$ cat src/rtl/uart_tx_fifo.sv
// Buffered 8N1 UART transmitter: a small byte FIFO feeding a frame FSM that
// shifts bytes out LSB-first, with a synchronized block input gating new frames.
module uart_tx_fifo #(
  parameter int CLK_PER_BIT = 50,
  parameter int FIFO_AW     = 2
) (
  input  logic       clk,
  input  logic       rst,
  input  logic [7:0] data,
  input  logic       new_data,
  output logic       busy,
  input  logic       block,
  output logic       tx,
  output logic       idle,
  output logic       overflow,
  output logic [1:0] dbg_state
);
  localparam int DEPTH = 1 << FIFO_AW;
  localparam int CNT_W = FIFO_AW + 1;
  localparam int CW    = (CLK_PER_BIT > 1) ? $clog2(CLK_PER_BIT) : 1;
  localparam logic [CW-1:0]      CYC_LAST = CW'(CLK_PER_BIT - 1);
  localparam logic [CW-1:0]      CYC_ONE  = CW'(1);
  localparam logic [FIFO_AW-1:0] PTR_ONE  = FIFO_AW'(1);
  localparam logic [CNT_W-1:0]   CNT_ONE  = CNT_W'(1);
  localparam logic [CNT_W-1:0]   FULL     = CNT_W'(DEPTH);

  typedef enum logic [1:0] {
    S_IDLE  = 2'd0,
    S_START = 2'd1,
    S_DATA  = 2'd2,
    S_STOP  = 2'd3
  } state_t;

  state_t             state;
  logic [7:0]         mem [DEPTH];
  logic [FIFO_AW-1:0] wr_ptr;
  logic [FIFO_AW-1:0] rd_ptr;
  logic [CNT_W-1:0]   count;
  logic               block_m;
  logic               block_s;
  logic [7:0]         shift;
  logic [CW-1:0]      cyc;
  logic [2:0]         bit_idx;
  logic               push;
  logic               pop;

  // busy comes only from registered count so a producer can sample and strobe together.
  assign busy      = (count == FULL);
  assign push      = new_data && !busy;
  assign pop       = (state == S_IDLE) && (count != '0) && !block_s;
  assign dbg_state = state;

  always_ff @(posedge clk) begin
    if (push) mem[wr_ptr] <= data;
  end

  always_ff @(posedge clk) begin
    if (rst) begin
      wr_ptr   <= '0;
      rd_ptr   <= '0;
      count    <= '0;
      overflow <= 1'b0;
    end else begin
      if (push) wr_ptr <= wr_ptr + PTR_ONE;
      if (pop)  rd_ptr <= rd_ptr + PTR_ONE;
      if (push && !pop)      count <= count + CNT_ONE;
      else if (pop && !push) count <= count - CNT_ONE;
      if (new_data && busy) overflow <= 1'b1;
    end
  end

  always_ff @(posedge clk) begin
    if (rst) begin
      block_m <= 1'b0;
      block_s <= 1'b0;
    end else begin
      block_m <= block;
      block_s <= block_m;
    end
  end

  // tx is set together with each state change so it is a clean registered output.
  always_ff @(posedge clk) begin
    if (rst) begin
      state   <= S_IDLE;
      tx      <= 1'b1;
      idle    <= 1'b1;
      shift   <= '0;
      cyc     <= '0;
      bit_idx <= '0;
    end else begin
      idle <= (state == S_IDLE) && (count == '0);
      case (state)
        S_IDLE: begin
          tx <= 1'b1;
          if (pop) begin
            shift <= mem[rd_ptr];
            cyc   <= '0;
            tx    <= 1'b0;
            state <= S_START;
          end
        end
        S_START: begin
          if (cyc == CYC_LAST) begin
            cyc     <= '0;
            bit_idx <= '0;
            tx      <= shift[0];
            state   <= S_DATA;
          end else begin
            cyc <= cyc + CYC_ONE;
          end
        end
        S_DATA: begin
          if (cyc == CYC_LAST) begin
            cyc <= '0;
            if (bit_idx == 3'd7) begin
              tx    <= 1'b1;
              state <= S_STOP;
            end else begin
              bit_idx <= bit_idx + 3'd1;
              shift   <= {1'b0, shift[7:1]};
              tx      <= shift[1];
            end
          end else begin
            cyc <= cyc + CYC_ONE;
          end
        end
        S_STOP: begin
          tx <= 1'b1;
          if (cyc == CYC_LAST) begin
            cyc   <= '0;
            state <= S_IDLE;
          end else begin
            cyc <= cyc + CYC_ONE;
          end
        end
        default: begin
          tx    <= 1'b1;
          cyc   <= '0;
          state <= S_IDLE;
        end
      endcase
    end
  end
endmodule
$ cat config.mk
export PLATFORM = sky130hd
export DESIGN_NAME = uart_tx_fifo
export DESIGN_NICKNAME = d
export VERILOG_FILES = /design/src/rtl/uart_tx_fifo.sv
export SDC_FILE = /design/constraint.sdc
export NUM_CORES = 1
export LEC_CHECK = 0
export CAP_MARGIN = 25
export CORE_UTILIZATION = 28
export CTS_BUF_LIST = sky130_fd_sc_hd__clkbuf_2 sky130_fd_sc_hd__clkbuf_4 sky130_fd_sc_hd__clkbuf_8
export DETAILED_ROUTE_END_ITERATION = 6
export PLACE_DENSITY = 0.43
export SYNTH_ARGS = -nofsm -noshare
export SYNTH_HDL_FRONTEND = slang
export SYNTH_SLANG_ARGS = --single-unit
$ cat constraint.sdc
create_clock -name clk -period 3.15 [get_ports clk]
set_input_delay 0.315 -clock clk [delete_from_list [all_inputs] [get_ports clk]]
set_output_delay 0.315 -clock clk [all_outputs]
set_load 0.02 [all_outputs]
# [Yosys cells after proc, flatten, opt, wreduce, memory -nomap -nowiden]
# Memory sizes are Yosys's and may differ from the RTL's. A register that Yosys moved wholly into a read port is not among the register bits.
# Index checks and enable logic that the tools add are counted.
[totals] ff_bits=31 out_inout_bits=6 memories=1 mem_bits_rw=32 word_cells=81 in_bits=12
[op_classes] eq_ne=12 n_addsub=6 reduce_logical=22 muxes=28
[mem_list] name="mem" depth=4 word_bits=8 read_ports=1 rd_ports_with_merged_regs=1 wr=1 line_no="35" text="logic [7:0] mem [DEPTH];"
[ops] op="8-bit 2-to-1 mux" n=3
[ops] op="8-bit case mux with 2 select lines" n=1
[ops] op="3-bit 2-to-1 mux" n=5
[ops] op="2-bit 2-to-1 mux" n=7
[ops] op="6-bit 2-to-1 mux" n=2
[ops] op="2-bit inequality test (second input constant)" n=6
[ops] op="6-bit case mux with 2 select lines" n=1
[ops] op="2-bit case mux with 4 select lines" n=1
[ops] op="4-bit AND reduction" n=2
[ops] op="1-bit logical AND" n=7
[ops] op="3-bit by 1-bit adder with 3-bit output (second input constant)" n=2
[ops] op="6-bit by 1-bit adder with 6-bit output (second input constant)" n=1
[ops] op="3-bit equality test (second input constant)" n=2
[ops] op="6-bit equality test (second input constant)" n=1
[ops] op="1-bit 2-to-1 mux" n=6
[ops] op="3-bit case mux with 2 select lines" n=1
[ops] op="2-bit nonzero test" n=3
[ops] op="5-bit AND reduction" n=1
[ops] op="2-bit by 1-bit adder with 2-bit output (second input constant)" n=2
[ops] op="2-bit equality test (second input constant)" n=2
[ops] op="1-bit zero test" n=4
[ops] op="1-bit case mux with 4 select lines" n=1
[ops] op="3-bit zero test" n=1
[ops] op="3-bit nonzero test" n=1
[ops] op="other kinds (5)" n=5

# [Longest topological paths before layout]
# Gate-level depths: netlist of the first run.
[depth] word_depth=7 ltp_mapped=11 mapped_depth_nobuf=11

# [Least setup slack after synthesis of the first run]
# Ideal clock, no wire load.
[synth_path] path_type="reg-to-reg" startpoint="reg state[0] (netlist: dbg_state[0])" endpoint="reg count[2]" setup_time_ns=0.070 path_slack_ns=0.845 required_time_ns=3.080 path_stages_with_launch=12 t_arrival_ns=2.234 path_cell_list="dfxtp_1 inv_1 ha_1 inv_1 nor3_1 inv_1 ha_1 inv_1 fa_1 xor2_1 or3_1 a21oi_1"
[synth_between] elab_chain_len=6
[synth_lines] item="start, declared" line_no="34" text="state_t state;"
[synth_lines] item="start signal, assigned" line_no="85" text="state <= S_IDLE;"
[synth_lines] item="start signal, assigned" line_no="100" text="state <= S_START;"
[synth_lines] item="start signal, assigned" line_no="108" text="state <= S_DATA;"
[synth_lines] item="2-bit zero test *" line_no="50" text="assign pop = (state == S_IDLE) && (count != '0) && !block_s;"
[synth_lines] item="1-bit logical AND * (2 in series)" line_no="50"
[synth_lines] item="1-bit zero test" line_no="66" text="if (push && !pop) count <= count + CNT_ONE;"
[synth_lines] item="1-bit logical AND" line_no="66"
[synth_lines] item="3-bit 2-to-1 mux or 2-bit nonzero test (tied branches)"
[synth_lines] item="end signal, assigned" line_no="66"
[synth_lines] item="end signal, assigned" line_no="67" text="else if (pop && !push) count <= count - CNT_ONE;"
[synth_lines] item="end, declared" line_no="38" text="logic [CNT_W-1:0] count;"
# Mark *: on every way between the ends. The rest lies on a longest branch, timed or not.
# A chain may end at the register's enable or synchronous reset.

# [Worst setup path after layout of the first run]
[layout_path] startpoint="reg state[0] (netlist: dbg_state[0])" endpoint="reg state[1] (netlist: dbg_state[1])"
[layout_between] elab_chain_len=5
[layout_lines] item="2-bit zero test" line_no="50, 93"
[layout_lines] item="1-bit logical AND (2 in series)" line_no="50"
[layout_lines] item="2-bit inequality test (no line)"
[layout_lines] item="5-bit AND reduction (no line)"
# Several ways; a longest one is shown, not always the timed one.

==> key figures, run 1 <==
Outcome
  • Outcome: finished, final reports clean

Critical path
  • CP Capture Type: register
  • FF-to-FF End: dbg_state[1]
  • CP max-delay cell: or4b_2
  • R2R depth: 7
  • Crit Path Class: register to register
  • CP Max Fanout: 21
  • Cell family contributing the most delay on the critical path: simple AND/OR/NAND/NOR gates
  • Critical Path, Cell by Cell: inv_1 -> ha_1 -> or4b_2 -> nand2_1 -> buf_4 -> o32ai_1 -> a211o_1
  • Critical path arrival: 2.55 ns
  • CP max stage delay: 0.66 ns
  • Crit. Startpoint: dbg_state[0]
  • CP startpoint kind: register
  • Critical path depth: 7
  • R2r setup slk: 0.84 ns
  • Crit path required time: 3.39 ns
  • Reg2reg start: dbg_state[0]
  • CP endpoint: dbg_state[1]
  • Worst path buffer plus inverter count: 2

STA
  • Min cycle time layout: 2.31 ns
  • Rel. slew slack: 0.608
  • Slew Limit Fails: 0
  • RSZ-0062 raised after global routing: false
  • Setup TNS: 0 ns
  • Crit share post-route: 0.735
  • Endpoints failing setup: 0
  • Worst-margin pin slew: 0.588 ns
  • Skew final: 0.0137 ns
  • Fmax: 432 MHz
  • Hold Vio Cnt, Final: 0

Synthesis
  • Post-synthesis sequential area ratio: 0.562
  • Avg Cell Area, Syn: 12.4 µm²
  • Synth Register Bits: 65
  • Most frequent cells after synthesis: dfxtp_1 (33), edfxtp_1 (32)
  • Yosys top cell area share: 0.333
  • Mapped Cells: 232
  • Synth Area in Compound Gates: 0.102
  • Ys flop type: dfxtp_1
  • Main combinational cell family by area after synthesis: simple AND/OR/NAND/NOR gates
  • Most frequent cell after synthesis: dfxtp_1
  • Synth area leader: edfxtp_1
  • Cell area after synthesis: 2890 µm²
  • Post-Synth Simple-Gate Area: 0.115
  • Yosys warnings: 0
  • Ranking of synthesized cells by area: edfxtp_1 (33%), dfxtp_1 (23%), mux4_2 (6.2%), ha_1 (6.1%), mux2i_1 (3.5%)
  • Synth Area in XOR/XNOR: 0.0243
  • Ys async rst share: 0
  • Syn nets: 259
  • Distinct cells, synth: 42
  • Post-synthesis mux area share: 0.0971
  • Post-Synth Adder-Cell Area: 0.0676
  • EDFF count, synth: 32

Drt
  • Router iterations before antenna repair: 4
  • Total Routed Length: 5310 µm
  • Via/cell ratio: 4.54
  • DRT iter0 DRCs: 76
  • DRT antenna net count: 0
  • Wire per inst: 13.6 µm
  • Vias: 1775
  • DR DRC count: 0

CTS
  • H-tree levels: 3
  • Post-CTS setup buffers: 0
  • Cells resized by post-CTS repair: 0
  • CTS Root Cell: clkbuf_8
  • Clk slew on worst S/H paths: 0.09 ns
  • Max clock buf depth: 2
  • Insertion delay to the later sink of the worst-skew pair: 0.34 ns
  • Sink Count: 65
  • TritonCTS clock tree: done
  • Cts bufs inserted: 9
  • Hold-fix buffer count after cts: 0

Floorplan
  • Row count: 36
  • Die area: 10700 µm²
  • Die Ht: 104 µm
  • Num ports: 18
  • Initial Utilization: 0.292
  • Die X: 104 µm
  • Core Area: 9860 µm²

Finish
  • Multi-input gate area: 1170 µm²
  • FF/Latch Area: 1620 µm²
  • Filler cells: 978
  • Area grow syn2layout: 18.2%
  • NumNets Final: 280
  • Layout cells sized above 1: 0.128
  • Final Instance Area: 3410 µm²
  • ANT cells: 0

Global route
  • Gr ovfl total: 0
  • Largest net degree at the start of global routing: 22
  • Initial antenna violation count: 0
  • GRT Total Usage: 0.108
  • Vias in the first global route: 1735
  • First-pass GRT wire length: 8890 µm

Place
  • Placer congestion estimate: 0.718
  • Hpwl dp: 3530 µm
  • Post-place instance area: 3200 µm²
  • Port Buffers: 17

Pwr
  • Leakage: 1.18 nW
  • Power Dens Cells: 906 nW/µm²
  • VDD IR-drop max: 0.000235 V

Run
  • Max cap viols: 0

Hold path
  • Worst hold path class: register to register
-- cell families (layout without fill, tap and decap cells) --
| family | after synthesis | count (layout) |
|---|---|---|
| mux | 18 | 18 |
| xor+xnor | 8 | 8 |
| buf+inv | 21 | 47 |
| flops | 65 | 65 |
| compound gates | 45 | 45 |
| simple gates | 60 | 60 |
| fa+ha+maj | 15 | 15 |
-- report_power, final --
| part | switching (mW) | total (mW) | internal, mW |
|---|---|---|---|
| clock | 0.365 | 0.746 | 0.381 |
| sequential | 0.132 | 1.20 | 1.07 |
| combinational | 0.604 | 1.14 | 0.541 |
| total | 1.10 | 3.09 | 1.99 |
-- cell usage in the layout, fill, tap and decap left out, types with 2 or more instances in the layout --
| cell | netlist | final |
|---|---|---|
| nand3_1 | 5 | 5 |
| clkdlybuf4s50_1 | 0 | 17 |
| dfxtp_1 | 33 | 33 |
| nor2b_1 | 5 | 5 |
| nor3_1 | 3 | 3 |
| nand2_1 | 5 | 5 |
| and2_1 | 5 | 5 |
| nand2b_1 | 3 | 3 |
| clkbuf_8 | 0 | 9 |
| xor2_1 | 4 | 4 |
| mux2i_1 | 10 | 10 |
| o21ai_0 | 14 | 14 |
| mux4_2 | 8 | 8 |
| ha_1 | 14 | 14 |
| edfxtp_1 | 32 | 32 |
| a2111oi_0 | 2 | 2 |
| nor3b_1 | 2 | 2 |
| buf_4 | 0 | 5 |
| xnor2_1 | 4 | 4 |
| a31oi_1 | 2 | 2 |
| inv_1 | 9 | 9 |
| a211oi_1 | 4 | 4 |
| nor2_1 | 14 | 14 |
| a21oi_1 | 14 | 14 |
| or3_1 | 11 | 11 |
| nand4_1 | 2 | 2 |
| inv_6 | 0 | 3 |
-- worst min path at each step --
stage,startpoint,slack (ns),end,cells after the start
6_report,block_m,0.45,block_s,1
3_5_place_dp,block_m,0.43,block_s,1
2_1_floorplan,block_m,0.41,block_s,1
4_1_cts,block_m,0.45,block_s,1
5_1_grt,block_m,0.47,block_s,1
3_3_place_gp,block_m,0.44,block_s,1
-- metal layers --
| metal | routed length, µm | vias to the layer above | track usage |
|---|---|---|---|
| li1 | - | 898 | - |
| met1 | 2640 | 838 | 0.141 |
| met2 | 2400 | 30 | 0.163 |
| met3 | 161 | 9 | 0.0271 |
| met4 | 102 | 0 | 0.0580 |
| met5 | 0 | - | 0 |
-- per-stage QoR --
stage	hold WS [ns]	cells	total power, mW	setup WS [ns]	utilization
6_report	0.445	391	3.09	0.836	0.346
5_1_grt	0.465	391	3.34	0.667	0.346
4_1_cts	0.454	391	3.15	0.827	0.346
3_5_place_dp	0.428	375	2.38	0.767	0.325
3_3_place_gp	0.439	375	2.39	0.820	0.325
2_1_floorplan	0.414	232	2.08	0.845	-
-- state kept, by name, summed over array words and instances (netlist names), named ones only --
register	flops
mem	32
shift	8
cyc	6
bit_idx	3
count	3
dbg_state	2
rd_ptr	2
wr_ptr	2
block_m	1
block_s	1
idle	1
overflow	1
tx	1
-- area by class of cell --
| type | count | share of cell area |
|---|---|---|
| Timing Repair Buffer | 22 | 0.0609 |
| Tap cell | 133 | 0.0488 |
| Sequential cell | 65 | 0.475 |
| Inverter | 9 | 0.00990 |
| Multi-Input combinational cell | 146 | 0.344 |
| Clock buffer | 9 | 0.0363 |
| Clock inverter | 7 | 0.0246 |
Power figures use the tool's default switching activity.
==> run 2, diff against run 1 <==
Clock period 3.15 ns to 2.3 ns, I/O delays scaled along.
==> run 2 against run 1 <==
- utilization rose by 0.63 points
- critical path depth rose by 4
- sequential power rose by 34%
- global-route usage rose by 0.40 points
- clock power rose by 37%
- final cell count rose by 1.8%
- worst hold slack got worse by 0.0025 ns
- largest cell class unchanged
- maximum frequency rose by 8.5%
- first-iteration DRC count fell by 5.3%
- sequential cell count did not move
==> key figures, run 2 (synthesis gave the netlist of run 1 again) <==
CTS
  • Max clock buf depth: 2
  • Insertion delay to the later sink of the worst-skew pair: 0.34 ns
  • Hold-fix buffer count after cts: 0
  • CTS Root Cell: clkbuf_8
  • Sink Count: 65
  • Cts bufs inserted: 9
  • Clk slew on worst S/H paths: 0.08 ns
  • H-tree levels: 3
  • TritonCTS clock tree: done

Critical path
  • CP Capture Type: register
  • CP startpoint kind: register
  • Critical path arrival: 2.40 ns
  • CP Max Fanout: 4
  • Crit Path Class: register to register
  • Crit path required time: 2.57 ns

STA
  • Fmax: 469 MHz
  • Skew final: 0.0105 ns
  • Rel. slew slack: 0.596
  • Crit share post-route: 0.927
  • RSZ-0062 raised after global routing: false
  • Worst-margin pin slew: 0.604 ns
  • Setup TNS: 0 ns
  • Hold Vio Cnt, Final: 0
  • Endpoints failing setup: 0
  • Slew Limit Fails: 0
  • Min cycle time layout: 2.13 ns

Floorplan
  • Core Area: 9860 µm²
  • Die Ht: 104 µm
  • Row count: 36
  • Num ports: 18
  • Die X: 104 µm
  • Initial Utilization: 0.292
  • Die area: 10700 µm²

Finish
  • Multi-input gate area: 1180 µm²
  • Max reg flops: 32
  • NumNets Final: 287
  • FF/Latch Area: 1620 µm²
  • Final Instance Area: 3470 µm²
  • Commonest cells after routing, fill and taps aside: edfxtp_1 (32), dfxtp_1 (31), clkdlybuf4s50_1 (17)
  • Largest regs: mem: 32 flops, shift: 8 flops, cyc: 6 flops
  • Non-filler cells, final: 398
  • Layout cells sized above 1: 0.166
  • Area grow syn2layout: 20.4%
  • ANT cells: 0
  • Filler cells: 976
  • Most flops, register: mem
  • Most common cell after layout, fill and taps aside: edfxtp_1

Global route
  • GRT Total Usage: 0.112
  • Vias in the first global route: 1837
  • First-pass GRT wire length: 9230 µm
  • Largest net degree at the start of global routing: 19
  • Gr ovfl total: 0
  • Initial antenna violation count: 0

Pwr
  • Leakage: 1.21 nW
  • VDD IR-drop max: 0.000315 V
  • Power Dens Cells: 1260 nW/µm²

Hold path
  • Worst hold path class: register to register

Drt
  • DRT antenna net count: 0
  • Via/cell ratio: 4.56
  • Vias: 1815
  • DR DRC count: 0
  • Wire per inst: 13.6 µm
  • Router iterations before antenna repair: 4
  • DRT iter0 DRCs: 72
  • Total Routed Length: 5400 µm

Place
  • Placer congestion estimate: 0.695
  • Port Buffers: 17
  • Post-place instance area: 3250 µm²
  • Hpwl dp: 3690 µm
  • Placed cells: 381

Run
  • Max cap viols: 0

Outcome
  • Outcome: finished, final reports clean
run 2: cell types whose count changed in the layout (fill, tap and decap cells not counted):
cell and change:
buf_4 +7, ha_2 +1, nor3_2 +1, ha_1 -1, dfxtp_2 +2, dfxtp_1 -2
nor3_1 -1
run 2: cell type report:
cell class / count / area share
clock buffer: 9 / 0.0357
clock inverter: 7 / 0.0241
inverter: 9 / 0.00973
multi-input combinational: 146 / 0.340
sequential: 65 / 0.468
tap: 133 / 0.0479
timing repair buffer: 29 / 0.0749
run 2: per-stage QoR:
step	utilization	hold slack, ns	setup WS [ns]	total power [mW]
2_1_floorplan	-	0.329	0.00674	2.85
3_3_place_gp	0.329	0.427	0.121	3.37
3_5_place_dp	0.329	0.435	0.0470	3.37
4_1_cts	0.350	0.430	0.0395	4.42
5_1_grt	0.352	0.454	0.00201	4.72
6_report	0.352	0.443	0.167	4.36
run 2: per-layer routing:
layer / global-route usage / up-vias / share of wire / wire length [µm]
li1: - / 918 / - / -
met1: 0.142 / 866 / 0.48 / 2580
met2: 0.176 / 22 / 0.48 / 2590
met3: 0.0252 / 9 / 0.026 / 141
met4: 0.0590 / 0 / 0.016 / 87
met5: 0 / - / 0 / 0
run 2: power by group:
part | switching [mW] | internal (mW) | total (mW)
Clock | 0.501 | 0.521 | 1.02
Combinational | 0.900 | 0.829 | 1.73
Sequential | 0.143 | 1.47 | 1.61
run 2: final timing paths:
kind	start	to	slack, ns	cells after the start
min reg2reg	block_m	block_s	0.44	1
max reg2reg	dbg_state[0]	count[2]	0.17	11
max	dbg_state[0]	count[2]	0.17	11
min	block_m	block_s	0.44	1
run 2: critical path, cell delays in order, from the launching register on:
cell     delay (ns)
dfxtp_2        0.33
inv_1          0.07
ha_2           0.22
inv_1          0.07
nor3_1         0.06
inv_1          0.07
ha_1           0.18
inv_1          0.06
fa_1           0.37
xor2_1         0.18
or3_1          0.31
a21oi_1        0.14
run 2: what timing repair did:
item                                    CTS  global route
resized for setup                         0             3
endpoints found under the setup margin    0             3
setup buffers                             0             1
endpoints found under the hold margin     0             0
==> run 3, diff against run 2 <==
Settings changed: CORE_UTILIZATION 28 to 46, PLACE_DENSITY 0.43 to 0.63.
==> run 3 against run 2 <==
- routed wire length is 9.2% lower
- sequential cell count stayed put
- clock-buffer cell count is 2 higher
- maximum frequency is 0.37% lower
- via count is 0.77% lower
- sequential power is 2% higher
- critical path depth stayed put
- die area is 38% lower
- clock skew is 0.0043 ns lower
- first-iteration DRC count is 36% higher
- largest cell class unchanged
- largest power group is now sequential cells
==> key figures, run 3 (synthesis gave the netlist of run 1 again) <==
Critical path
  • Critical Path, Cell by Cell: inv_1 -> ha_2 -> inv_1 -> nor3_1 -> inv_1 -> ha_1 -> inv_1 -> fa_1 -> xor2_1 -> or3_1 -> a21oi_1
  • Crit path required time: 2.57 ns
  • CP max stage delay: 0.37 ns
  • Cell family contributing the most delay on the critical path: adder cells
  • Crit Path Class: register to register
  • Worst path buffer plus inverter count: 4
  • Critical path arrival: 2.41 ns
  • Worst path most repeated cell: inv_1
  • CP startpoint kind: register
  • CP Max Fanout: 4
  • Reg2reg start: dbg_state[0]
  • CP Capture Type: register
  • CP max-delay cell: fa_1
  • Crit. Startpoint: dbg_state[0]

STA
  • Min cycle time layout: 2.14 ns
  • Fin Hold WS: 0.442 ns
  • Crit share post-route: 0.931
  • RSZ-0062 raised after global routing: false
  • Setup TNS: 0 ns
  • Skew final: 0.00617 ns
  • Endpoints failing setup: 0
  • Slew Limit Fails: 0
  • Worst-margin pin slew: 0.556 ns
  • Hold Vio Cnt, Final: 0
  • Rel. slew slack: 0.629
  • Fmax: 467 MHz

Floorplan
  • Die area: 6590 µm²
  • Num ports: 18
  • Core Area: 5990 µm²
  • Row count: 28
  • Initial Utilization: 0.482
  • Die Ht: 81.2 µm
  • Die X: 81.2 µm

Place
  • Hpwl dp: 3310 µm
  • Port Buffers: 17
  • Placer congestion estimate: 0.784

Outcome
  • Outcome: finished, final reports clean

Finish
  • Most flops, register: mem
  • Largest regs: mem: 32 flops, shift: 8 flops, cyc: 6 flops
  • Area grow syn2layout: 17.3%
  • NumNets Final: 286
  • Layout cells sized above 1: 0.163
  • Commonest cells after routing, fill and taps aside: dfxtp_1 (32), edfxtp_1 (32), clkdlybuf4s50_1 (17)
  • ANT cells: 0
  • Max reg flops: 32

CTS
  • CTS Root Cell: clkbuf_8
  • H-tree levels: 3
  • Insertion delay to the later sink of the worst-skew pair: 0.34 ns
  • Cts bufs inserted: 9
  • Sink Count: 65
  • Clk slew on worst S/H paths: 0.07 ns
  • TritonCTS clock tree: done
  • Max clock buf depth: 2
  • Post-CTS setup buffers: 0

Global route
  • First-pass GRT wire length: 8210 µm
  • GRT Total Usage: 0.175
  • Initial antenna violation count: 0
  • Largest net degree at the start of global routing: 17
  • Vias in the first global route: 1730
  • Gr ovfl total: 0

Hold path
  • Worst Hold Launch: block_m
  • Worst hold path class: register to register

Pwr
  • Cell-internal power: 2.80 mW
  • Sw frac: 0.341
  • Clk pwr share: 0.225
  • Combinational Power Share: 0.387
  • Power Dens Cells: 1250 nW/µm²
  • Register share of total power: 0.388
  • Net Sw Power: 1.45 mW
  • VDD IR-drop max: 0.000697 V
  • Leakage: 1.20 nW

Drt
  • Via/cell ratio: 5.31
  • Wire per inst: 14.5 µm
  • Router iterations before antenna repair: 4
  • DRT iter0 DRCs: 98
  • Total Routed Length: 4900 µm
  • DR DRC count: 0
  • DRT antenna net count: 0
  • Vias: 1801

Run
  • Max cap viols: 0
-- run 3: routing by layer --
| layer | vias to the layer above | part of all wire | GRT usage |
|---|---|---|---|
| met2 | 31 | 0.46 | 0.271 |
| met1 | 850 | 0.47 | 0.216 |
| met5 | - | 0 | 0 |
| li1 | 911 | - | - |
| met4 | 0 | 0.020 | 0.0929 |
| met3 | 9 | 0.043 | 0.0596 |
-- run 3: through the flow --
stage	utilization	worst slack [ns]	power [mW]	cells	area [µm²]
floorplan	-	0.00674	2.85	232	2890
global placement	0.530	0.142	3.30	323	3180
detailed placement	0.530	0.0893	3.30	323	3180
CTS	0.563	0.0837	4.27	339	3370
global route	0.565	0.00846	4.58	339	3380
finish	0.565	0.159	4.24	339	3380
-- run 3: layout make-up --
cell class	count	area, µm²
well taps	75	93.8
clock buffers	11	139
clock inverters	5	57.6
multi-input cells	146	1180
flip-flops and latches	65	1620
inverters	9	33.8
repair buffers	28	253
fillers	511	2610
-- run 3: worst paths after layout --
kind	to	slack, ns	depth (start not counted)
worst max-delay path	count[2]	0.16	11
worst max register to register	count[2]	0.16	11
worst min-delay path	block_s	0.44	1
worst min register to register	block_s	0.44	1
-- run 3: worst register-to-register path, delay by kind of cell, from the launching register on --
family | cells | cell delay [ns]
AOI/OAI and AO/OA | 1 | 0.13
xor gates and xnor gates | 1 | 0.17
adders and majority gates | 3 | 0.76
buffers and inverters | 4 | 0.30
DFF | 1 | 0.35
and+or+nand+nor | 2 | 0.37
-- run 3: power by group through the flow --
| stage | combinational [mW] | sequential [mW] | clock (mW) |
|---|---|---|---|
| floorplan | 1.21 | 1.64 | 0 |
| global placement | 1.63 | 1.67 | 0 |
| detailed placement | 1.63 | 1.67 | 0 |
| CTS | 1.64 | 1.65 | 0.982 |
| global route | 1.85 | 1.69 | 1.04 |
| finish | 1.64 | 1.65 | 0.953 |
-- run 3: repair_timing --
item                       4_1_cts  5_1_grt
hold buffers                     0        0
setup endpoints to repair        0       11
gates resized for setup          0        3
